===== src/rtl/pret_pkg.sv =====
// Shared definitions for the multi-output progressive-precision SC engine:
// run states, derived-width helpers and the enumeration bit-reverse.
package pret_pkg;

    localparam logic [0:0] ST_IDLE = 1'b0;
    localparam logic [0:0] ST_RUN  = 1'b1;

    localparam int BR_MAX = 64;

    function automatic int calc_tw(input int w, input int n, input int nc, input int corr);
        return (corr != 0) ? (w + nc) : (w * n + nc);
    endfunction

    function automatic int calc_lw(input int tw);
        return $clog2(tw + 1);
    endfunction

    // Reverses the low 'width' bits of v; bits above 'width' come back zero.
    function automatic logic [63:0] bitrev(input logic [63:0] v, input int width);
        logic [63:0] r;
        r = '0;
        for (int i = 0; i < BR_MAX; i++) begin
            if (i < width) begin
                r[width-1-i] = v[i];
            end
        end
        return r;
    endfunction

endpackage


===== src/rtl/pret_sng.sv =====
// Stream generator: maps the enumeration counter through a bit-reverse onto
// per-input comparator fields and select bits.
module pret_sng
    import pret_pkg::*;
#(
    parameter int W    = 6,
    parameter int N    = 2,
    parameter int NC   = 1,
    parameter int CORR = 0,
    localparam int TW  = calc_tw(W, N, NC, CORR)
) (
    input  logic            en,
    input  logic [TW-1:0]   cnt,
    input  logic [N*W-1:0]  bx,
    output logic [N-1:0]    xs,
    output logic [NC-1:0]   xcs
);

    logic [TW-1:0] r;

    assign r = TW'(bitrev(64'(cnt), TW));

    for (genvar gi = 0; gi < N; gi++) begin : g_data
        logic [W-1:0] field;
        if (CORR != 0) begin : g_corr
            assign field = r[W-1:0];
        end else begin : g_indep
            assign field = r[(N-1-gi)*W +: W];
        end
        assign xs[gi] = en & (bx[gi*W +: W] > field);
    end

    // Select streams take the most significant reversed bits, so each is an exact 0.5.
    for (genvar gi = 0; gi < NC; gi++) begin : g_sel
        assign xcs[gi] = en & r[TW-1-gi];
    end

endmodule


===== src/rtl/pret_mc.sv =====
// Runtime-length SC engine: latches binary inputs, enumerates 2^L stream
// cycles, accumulates M returned streams and reports full-scale counts.
module pret_mc
    import pret_pkg::*;
#(
    parameter int W    = 6,
    parameter int N    = 2,
    parameter int NC   = 1,
    parameter int M    = 1,
    parameter int CORR = 0,
    localparam int TW  = calc_tw(W, N, NC, CORR),
    localparam int LW  = calc_lw(TW)
) (
    input  logic                 clk,
    input  logic                 rst_n,
    input  logic                 start,
    input  logic [LW-1:0]        len,
    input  logic [N*W-1:0]       Bxs,
    output logic [N-1:0]         Xs,
    output logic [NC-1:0]        Xcs,
    input  logic [M-1:0]         Zs,
    output logic [M*(TW+1)-1:0]  Bzs,
    output logic                 busy,
    output logic                 done
);

    localparam logic [LW-1:0] TW_L = LW'(TW);
    localparam logic [TW-1:0] ONES = '1;

    logic [0:0]     state_reg;
    logic [TW-1:0]  cnt_reg;
    logic [LW-1:0]  len_reg;
    logic [N*W-1:0] bx_reg;
    logic           done_reg;

    logic [LW-1:0]  len_clamped;
    logic [LW-1:0]  shift_amt;
    logic [TW-1:0]  last_cnt;
    logic           is_last;

    assign len_clamped = (len > TW_L) ? TW_L : len;
    assign shift_amt   = TW_L - len_reg;
    assign last_cnt    = ONES >> shift_amt;
    assign busy        = (state_reg == ST_RUN);
    assign is_last     = busy && (cnt_reg == last_cnt);
    assign done        = done_reg;

    always_ff @(posedge clk or negedge rst_n) begin
        if (!rst_n) begin
            state_reg <= ST_IDLE;
            cnt_reg   <= '0;
            len_reg   <= '0;
            bx_reg    <= '0;
            done_reg  <= 1'b0;
        end else begin
            done_reg <= 1'b0;
            case (state_reg)
                ST_IDLE: begin
                    if (start) begin
                        state_reg <= ST_RUN;
                        cnt_reg   <= '0;
                        len_reg   <= len_clamped;
                        bx_reg    <= Bxs;
                    end
                end
                default: begin
                    if (is_last) begin
                        state_reg <= ST_IDLE;
                        cnt_reg   <= '0;
                        done_reg  <= 1'b1;
                    end else begin
                        cnt_reg <= cnt_reg + TW'(1);
                    end
                end
            endcase
        end
    end

    pret_sng #(
        .W    (W),
        .N    (N),
        .NC   (NC),
        .CORR (CORR)
    ) u_sng (
        .en  (busy),
        .cnt (cnt_reg),
        .bx  (bx_reg),
        .xs  (Xs),
        .xcs (Xcs)
    );

    for (genvar gi = 0; gi < M; gi++) begin : g_acc
        logic [TW:0] acc_reg;
        logic [TW:0] bz_reg;
        logic [TW:0] acc_next;

        assign acc_next = acc_reg + (TW+1)'(Zs[gi]);

        // The final cycle's Zs is folded in on the way to the result register.
        always_ff @(posedge clk or negedge rst_n) begin
            if (!rst_n) begin
                acc_reg <= '0;
                bz_reg  <= '0;
            end else if (busy) begin
                if (is_last) begin
                    acc_reg <= '0;
                    bz_reg  <= acc_next << shift_amt;
                end else begin
                    acc_reg <= acc_next;
                end
            end
        end

        assign Bzs[gi*(TW+1) +: TW+1] = bz_reg;
    end

endmodule


===== config.mk =====
export PLATFORM = sky130hd
export DESIGN_NAME = pret_mc
export DESIGN_NICKNAME = d
export VERILOG_FILES = /design/src/rtl/pret_pkg.sv /design/src/rtl/pret_sng.sv /design/src/rtl/pret_mc.sv
export SDC_FILE = /design/constraint.sdc
export NUM_CORES = 1
export LEC_CHECK = 0
export ABC_AREA = 0
export BUFFER_PORTS_ARGS = -buffer_cell sky130_fd_sc_hd__buf_2
export CAP_MARGIN = 20
export CORE_ASPECT_RATIO = 2
export CORE_MARGIN = 2
export CORE_UTILIZATION = 26
export CTS_CLUSTER_SIZE = 10
export DETAILED_ROUTE_END_ITERATION = 16
export SLEW_MARGIN = 15
export SYNTH_ARGS = -nofsm -noshare
export SYNTH_HDL_FRONTEND = slang
export SYNTH_SLANG_ARGS = --single-unit

===== constraint.sdc =====
create_clock -name clk -period 3.6 [get_ports clk]
set_clock_uncertainty 0.2 [all_clocks]
set_input_delay 0.18 -clock clk [delete_from_list [all_inputs] [get_ports clk]]
set_output_delay 0.18 -clock clk [all_outputs]
set_load 0.03 [all_outputs]

==> summary.txt, run 1 <==
FF+latch area -> 1476 sq um
CP Cell Sequence -> ha_1, inv_1, ha_1, buf_4, nand2b_1, mux2_2, o31ai_4, o211ai_2, nor2_2, buf_4, a2bb2oi_1, o31ai_1
Critical path class -> register to register
Layout cell share with drive strength beyond 1 -> 19.51%
Syn Nets -> 508
Antenna-violating nets left -> 0
Net count, final -> 562
Die ar. -> 17070 sq um
Worst EP required -> 3.59 ns
Max stage delay on crit path -> 0.47 ns
Mapped cell area -> 4155 sq um
Max Freq -> 300.6 MHz
R2R depth -> 12
Filler cell count -> 1592
Status -> completed
DRC -> 0
Fin crit period -> 3.327 ns
Dpl hpwl -> 10010 um
Hold path depth -> 4
Max-Cap Viols -> 0
Setup slack after layout -> 0.2731 ns
Routed wire length per instance -> 17.65 um
Rel. slew slack -> 53.45%
Hold Worst Slack -> 0.2131 ns
Hold path startpoint -> Zs
First-pass GRT wire length -> 20130 um
Worst-path fanout max -> 28
Post-synth EDFFs -> 0
ANT cells -> 0
Startpoint Class -> register
Area after DPL -> 4556 sq um
Initial antenna violation count -> 0
Reg-to-Reg End -> g_acc[0].acc_reg[5]
Gate Count Post-Synth -> 470
# H-tree levels -> 3
Unrepaired setup endpoints after global routing -> false
Via density -> 5.347
Seq/Total Area, Yosys -> 35.53%
Worst R2R Setup Slack -> 0.27 ns
TritonCTS clock tree -> yes
Commonest non-fill, non-tap cell in the layout -> dfrtp_1
Post-synth ARST share -> 100.0%
Via count -> 3898
Die X -> 93.39 um
Path type of the worst min-delay path -> input pin to register
Area growth, synth to finish -> 21.53%
Crit-path slowest cell -> nor2_2
# port buffers -> 38
Period utilization -> 92.41%
CTS Buf Count -> 9
TNS Setup -> 0 ns
Setup Viol. Count Final -> 0
Post-CTS Setup Bufs -> 0
Clock root cell -> clkbuf_16
GR Overflow Total -> 0
Die height -> 182.8 um
Hold Crit Endpoint -> g_acc[0].acc_reg[0]
# IOs -> 39
Number of global-route vias before repair -> 3945
Fin. max-slew vios -> 0
Largest net degree at the start of global routing -> 33
Synthesis warning total -> 0
Number of DRC markers in iteration 0 -> 278
Clock Path Buffers -> 2
Synth Register Bits -> 59
GP Congestion -> 0.9289
Multi-input logic area -> 2427 sq um
Synth Area per Inst -> 8.841 sq um
Initial core utilization -> 26.47%
Drt pass-1 iters -> 8
Pwr Total -> 3774 uW
R2R Path Start -> len_reg[1]
Fin area -> 5050 sq um
Pleak -> 0.002134 uW
Power Density -> 747.3 nW/um^2
Critical Path End Type -> register
Reg clk slew, reported paths -> 0.05 ns
Total Routing Usage GR -> 15.47%
Final hold violation count -> 0
# rows -> 65
Critical Path AT -> 3.32 ns
Cell variety after synth -> 74
Most frequent cells in the layout -> dfrtp_1 (59), nand2_1 (42), nor2_1 (40)
Worst-margin pin slew -> 0.6982 ns
Place WS -> 0.2952 ns
Routed WL -> 12870 um
CTS sink cnt -> 59
Latest clock arrival within the worst-skew pair -> 0.33 ns
Core ar. -> 15700 sq um
Max VDD drop -> 446.1 uV
Most used DFF post-synth -> dfrtp_1
-- synth_stat cells (3+ instances only) --
| cell type | count | area share, % |
|---|---|---|
| dfrtp_1 | 59 | 36 |
| nand2_1 | 42 | 3.8 |
| nor2_1 | 40 | 3.6 |
| o21ai_0 | 31 | 3.7 |
| inv_1 | 22 | 2.0 |
| nand3_1 | 21 | 2.5 |
| a21oi_1 | 20 | 2.4 |
| ha_1 | 18 | 5.4 |
| mux2_2 | 16 | 4.3 |
| xnor2_1 | 15 | 3.2 |
| buf_2 | 12 | 1.4 |
| nand4_1 | 11 | 1.7 |
| nor2b_1 | 9 | 1.4 |
| clkbuf_1 | 8 | 0.72 |
| nor3_1 | 8 | 0.96 |
| a22o_1 | 7 | 1.5 |
| mux2i_1 | 6 | 1.4 |
| o21ai_1 | 6 | 0.72 |
| o2bb2ai_1 | 6 | 1.3 |
| o31ai_1 | 6 | 1.1 |
| a21o_1 | 5 | 0.90 |
| and3_1 | 5 | 0.75 |
| o22ai_1 | 5 | 0.75 |
| xor2_1 | 5 | 1.1 |
| a211oi_1 | 4 | 0.72 |
| buf_4 | 4 | 0.72 |
| nor2_2 | 4 | 0.60 |
| or3_1 | 4 | 0.60 |
| a221oi_1 | 3 | 0.63 |
| a31oi_1 | 3 | 0.45 |
| buf_6 | 3 | 0.81 |
| nand2b_1 | 3 | 0.45 |
| nand3b_1 | 3 | 0.54 |
| o211ai_1 | 3 | 0.54 |
| o21a_1 | 3 | 0.54 |
| o311ai_0 | 3 | 0.63 |
| o31a_1 | 3 | 0.63 |
-- how the worst max path moves through the flow --
stage | from | endpoint | slack [ns] | depth (start not counted)
global route | len_reg[1] | Bzs[6] | 0.09 | 12
finish | len_reg[1] | g_acc[0].acc_reg[5] | 0.27 | 12
CTS | len_reg[1] | g_acc[0].acc_reg[5] | 0.26 | 12
global placement | len_reg[1] | cnt_reg[8] | 0.36 | 11
floorplan | len_reg[1] | Bzs[9] | 0.50 | 12
detailed placement | len_reg[1] | g_acc[0].acc_reg[5] | 0.30 | 12
-- layer usage --
| metal | global-route usage (%) | routed length [um] | vias up |
|---|---|---|---|
| li1 | - | - | 1823 |
| met1 | 14.19 | 4383 | 1883 |
| met2 | 28.37 | 7013 | 137 |
| met3 | 2.260 | 412 | 55 |
| met4 | 13.88 | 1059 | 0 |
| met5 | 0 | 0 | - |
-- area by class of cell --
| class | instances | share of cell area, % |
|---|---|---|
| clock buffers | 14 | 5.624 |
| clock inverters | 1 | 0.5946 |
| inverters | 24 | 1.784 |
| multi-input cells | 358 | 48.07 |
| flip-flops and latches | 59 | 29.24 |
| well taps | 201 | 4.980 |
| repair buffers | 72 | 9.713 |
-- critical path, delay by kind of cell (launching register included) --
kind,cells,cell delay (ns)
AOI/OAI and AO/OA,4,0.67
and+or+nand+nor,2,0.64
buffers and inverters,3,0.52
adders and majority gates,2,0.45
DFF,1,0.41
muxes,1,0.29
-- per-stage QoR --
| stage | std cells | utilization (%) |
|---|---|---|
| 2_1_floorplan | 470 | - |
| 3_3_place_gp | 696 | 29.02 |
| 3_5_place_dp | 696 | 29.02 |
| 4_1_cts | 729 | 32.17 |
| 5_1_grt | 729 | 32.17 |
| 6_report | 729 | 32.17 |
-- cell families (layout without fill, tap and decap cells) --
kind of cell / count (synthesis) / after routing / share of synthesized area (%)
compound gates: 129 / 129 / 21.71
xor+xnor: 21 / 21 / 4.607
fa+ha+maj: 18 / 18 / 5.420
buf+inv: 53 / 111 / 6.052
flops: 59 / 59 / 35.53
mux: 23 / 23 / 6.143
simple gates: 167 / 167 / 20.54
-- power by group --
group          leakage (uW)  switching (uW)  total [uW]  internal, uW
Sequential         0.000711             256        1100           847
Clock              0.000155             289         896           607
Combinational       0.00127            1090        1780           688
-- timing repair --
action	CTS	global route
hold endpoints to repair	45	0
gates resized for setup	0	0
hold buffers	18	0
(Power assumes the default switching activity.)
==> run 2: changes to the inputs <==
- CORE_UTILIZATION: 26 -> 53
- PLACE_DENSITY: not set -> 0.72
==> run 2 against run 1 <==
- die area down 50%
- sequential share of layout area is 0.61 points higher
- hold slack got worse by 0.024 ns
- register-to-register slack improved by 0.07 ns
- count of clock-buffer cells in the layout is 4 lower
- clock power rose by 5.6%
- largest power group unchanged
- first-iteration DRC count rose by 40%
- highest routed layer unchanged
- via count is 0.74% higher
- largest cell class unchanged
- utilization up 33 points
- non-clock buffer count grew 2
- global-route usage increased by 14 points
==> summary.txt, run 2 (synthesis results as in run 1) <==
Status -> completed
Max Freq -> 306.7 MHz (+2.0%)
Clock root cell -> clkbuf_16
Power Density -> 772.6 nW/um^2 (+3.4%)
Number of DRC markers in iteration 0 -> 390 (+40%)
TNS Setup -> 0 ns (unchanged)
Setup Viol. Count Final -> 0 (unchanged)
Critical path class -> register to register
Rel. slew slack -> 47.28% (-6.2 points)
Largest net degree at the start of global routing -> 35 (+6.1%)
Area growth, synth to finish -> 19.06%
# IOs -> 39 (unchanged)
GP Congestion -> 0.9885 (+6.4%)
FF+latch area -> 1476 sq um (unchanged)
Filler cell count -> 679 (-57%)
R2R Path Start -> len_reg[1]
Commonest non-fill, non-tap cell in the layout -> dfrtp_1
Critical Path AT -> 3.28 ns (-0.04 ns)
Worst-margin pin slew -> 0.7908 ns (+0.09258 ns)
Die height -> 129.2 um (-29%)
TritonCTS clock tree -> yes
Hold Crit Endpoint -> Bzs[0]
Number of global-route vias before repair -> 3986 (+1.0%)
Reg clk slew, reported paths -> 0.06 ns (about the same)
Path type of the worst min-delay path -> input pin to register
Clock Path Buffers -> 2 (unchanged)
Pwr Total -> 3822 uW (+1.3%)
Multi-input logic area -> 2427 sq um (unchanged)
Hold path depth -> 3 (-1)
Final hold violation count -> 0 (unchanged)
Fin crit period -> 3.260 ns (-0.06677 ns)
Via count -> 3927 (+0.74%)
Fin. max-slew vios -> 0 (unchanged)
GR Overflow Total -> 0 (unchanged)
Hold Worst Slack -> 0.1889 ns (-0.02415 ns)
Unrepaired setup endpoints after global routing -> false
Startpoint Class -> register
Post-CTS Resized -> 0 (unchanged)
Critical Path End Type -> register
# H-tree levels -> 3 (unchanged)
DRC -> 0 (unchanged)
# port buffers -> 38 (unchanged)
Via density -> 6.283 (+18%)
Most frequent cells in the layout -> dfrtp_1 (59), nand2_1 (42), nor2_1 (40)
Period utilization -> 90.56% (-1.9 points)
Layout cell share with drive strength beyond 1 -> 19.96% (+0.45 points)
Initial core utilization -> 54.67% (+28 points)
Max-Cap Viols -> 0 (unchanged)
Max VDD drop -> 485.8 uV (+8.9%)
Initial antenna violation count -> 0 (unchanged)
Core ar. -> 7601 sq um (-52%)
Worst EP required -> 3.62 ns (+0.03 ns)
Routed wire length per instance -> 19.13 um (+8.4%)
First-pass GRT wire length -> 19030 um (-5.5%)
Latest clock arrival within the worst-skew pair -> 0.34 ns (about the same)
Dpl hpwl -> 8816 um (-12%)
Drt pass-1 iters -> 5 (-3)
Antenna-violating nets left -> 0 (unchanged)
CTS Buf Count -> 9 (unchanged)
Total Routing Usage GR -> 29.94% (+14 points)
ANT cells -> 0 (unchanged)
Die X -> 66.61 um (-29%)
Pleak -> 0.002143 uW (+0.44%)
Routed WL -> 11950 um (-7.1%)
Worst R2R Setup Slack -> 0.34 ns (+0.07 ns)
R2R depth -> 10 (-2)
Worst-path fanout max -> 24 (-14%)
# rows -> 45 (-31%)
Hold path startpoint -> Zs
Die ar. -> 8607 sq um (-50%)
CTS sink cnt -> 59 (unchanged)
Net count, final -> 564 (+0.36%)
Reg-to-Reg End -> Bzs[1]
==> run 2: cell count changes in the layout (fill, tap and decap cells not counted), sizes merged <==
cell and delta:
buf +1, clkbuf -4, bufinv +1, clkinv +2, dlygate4sd3 +1, clkinvlp +2
==> run 2: metrics by stage <==
step	instances	utilization, %	cell area, sq um	setup WS (ns)
6_report	625	65.09	4947	0.3399
5_1_grt	625	65.09	4947	0.09593
4_1_cts	625	65.09	4947	0.3680
3_5_place_dp	590	58.27	4429	0.3891
3_3_place_gp	590	58.27	4429	0.4350
2_1_floorplan	470	-	4155	0.4979
==> run 2: where the power goes <==
group	switching, uW	internal [uW]
Combinational	1070	708
Sequential	249	846
Clock	322	624
==> run 2: repair_timing <==
action / CTS / global route
setup buffers: 0 / 0
endpoints found under the hold margin: 51 / 0
hold buffers: 19 / 0
==> run 2: cell type report <==
cell class / instances / area share [%]
multi-input combinational: 358 / 49.06
sequential: 59 / 29.84
timing repair buffer: 74 / 10.27
clock buffer: 10 / 4.831
tap: 94 / 2.377
inverter: 24 / 1.821
clock inverter: 6 / 1.796
==> run 2: worst max-delay path, cell delays in order (launching register included) <==
cell	delay, ns
dfrtp_1	0.40
ha_1	0.20
inv_1	0.05
ha_1	0.29
buf_4	0.25
nor2_2	0.26
nand3_1	0.11
a21oi_1	0.31
o211ai_2	0.24
nor2_2	0.43
mux2_2	0.40
==> run 2: metal layers <==
metal  vias up  routed length [um]  GRT usage [%]  part of all wire (%)
met5         -                   0              0                     0
li1       1824                   -              -                     -
met1      1877                4046          27.88                    34
met4         0                1033          27.01                   8.6
met2       158                6333          53.12                    53
met3        68                 540          5.208                   4.5
==> run 2: worst max path at each step <==
stage,endpoint,slack (ns),cells after the start,from
3_5_place_dp,Bzs[1],0.39,10,len_reg[1]
6_report,Bzs[1],0.34,10,len_reg[1]
2_1_floorplan,Bzs[9],0.50,12,len_reg[1]
3_3_place_gp,Bzs[3],0.43,10,len_reg[1]
5_1_grt,Bzs[1],0.1,10,len_reg[1]
4_1_cts,Bzs[1],0.37,10,len_reg[1]
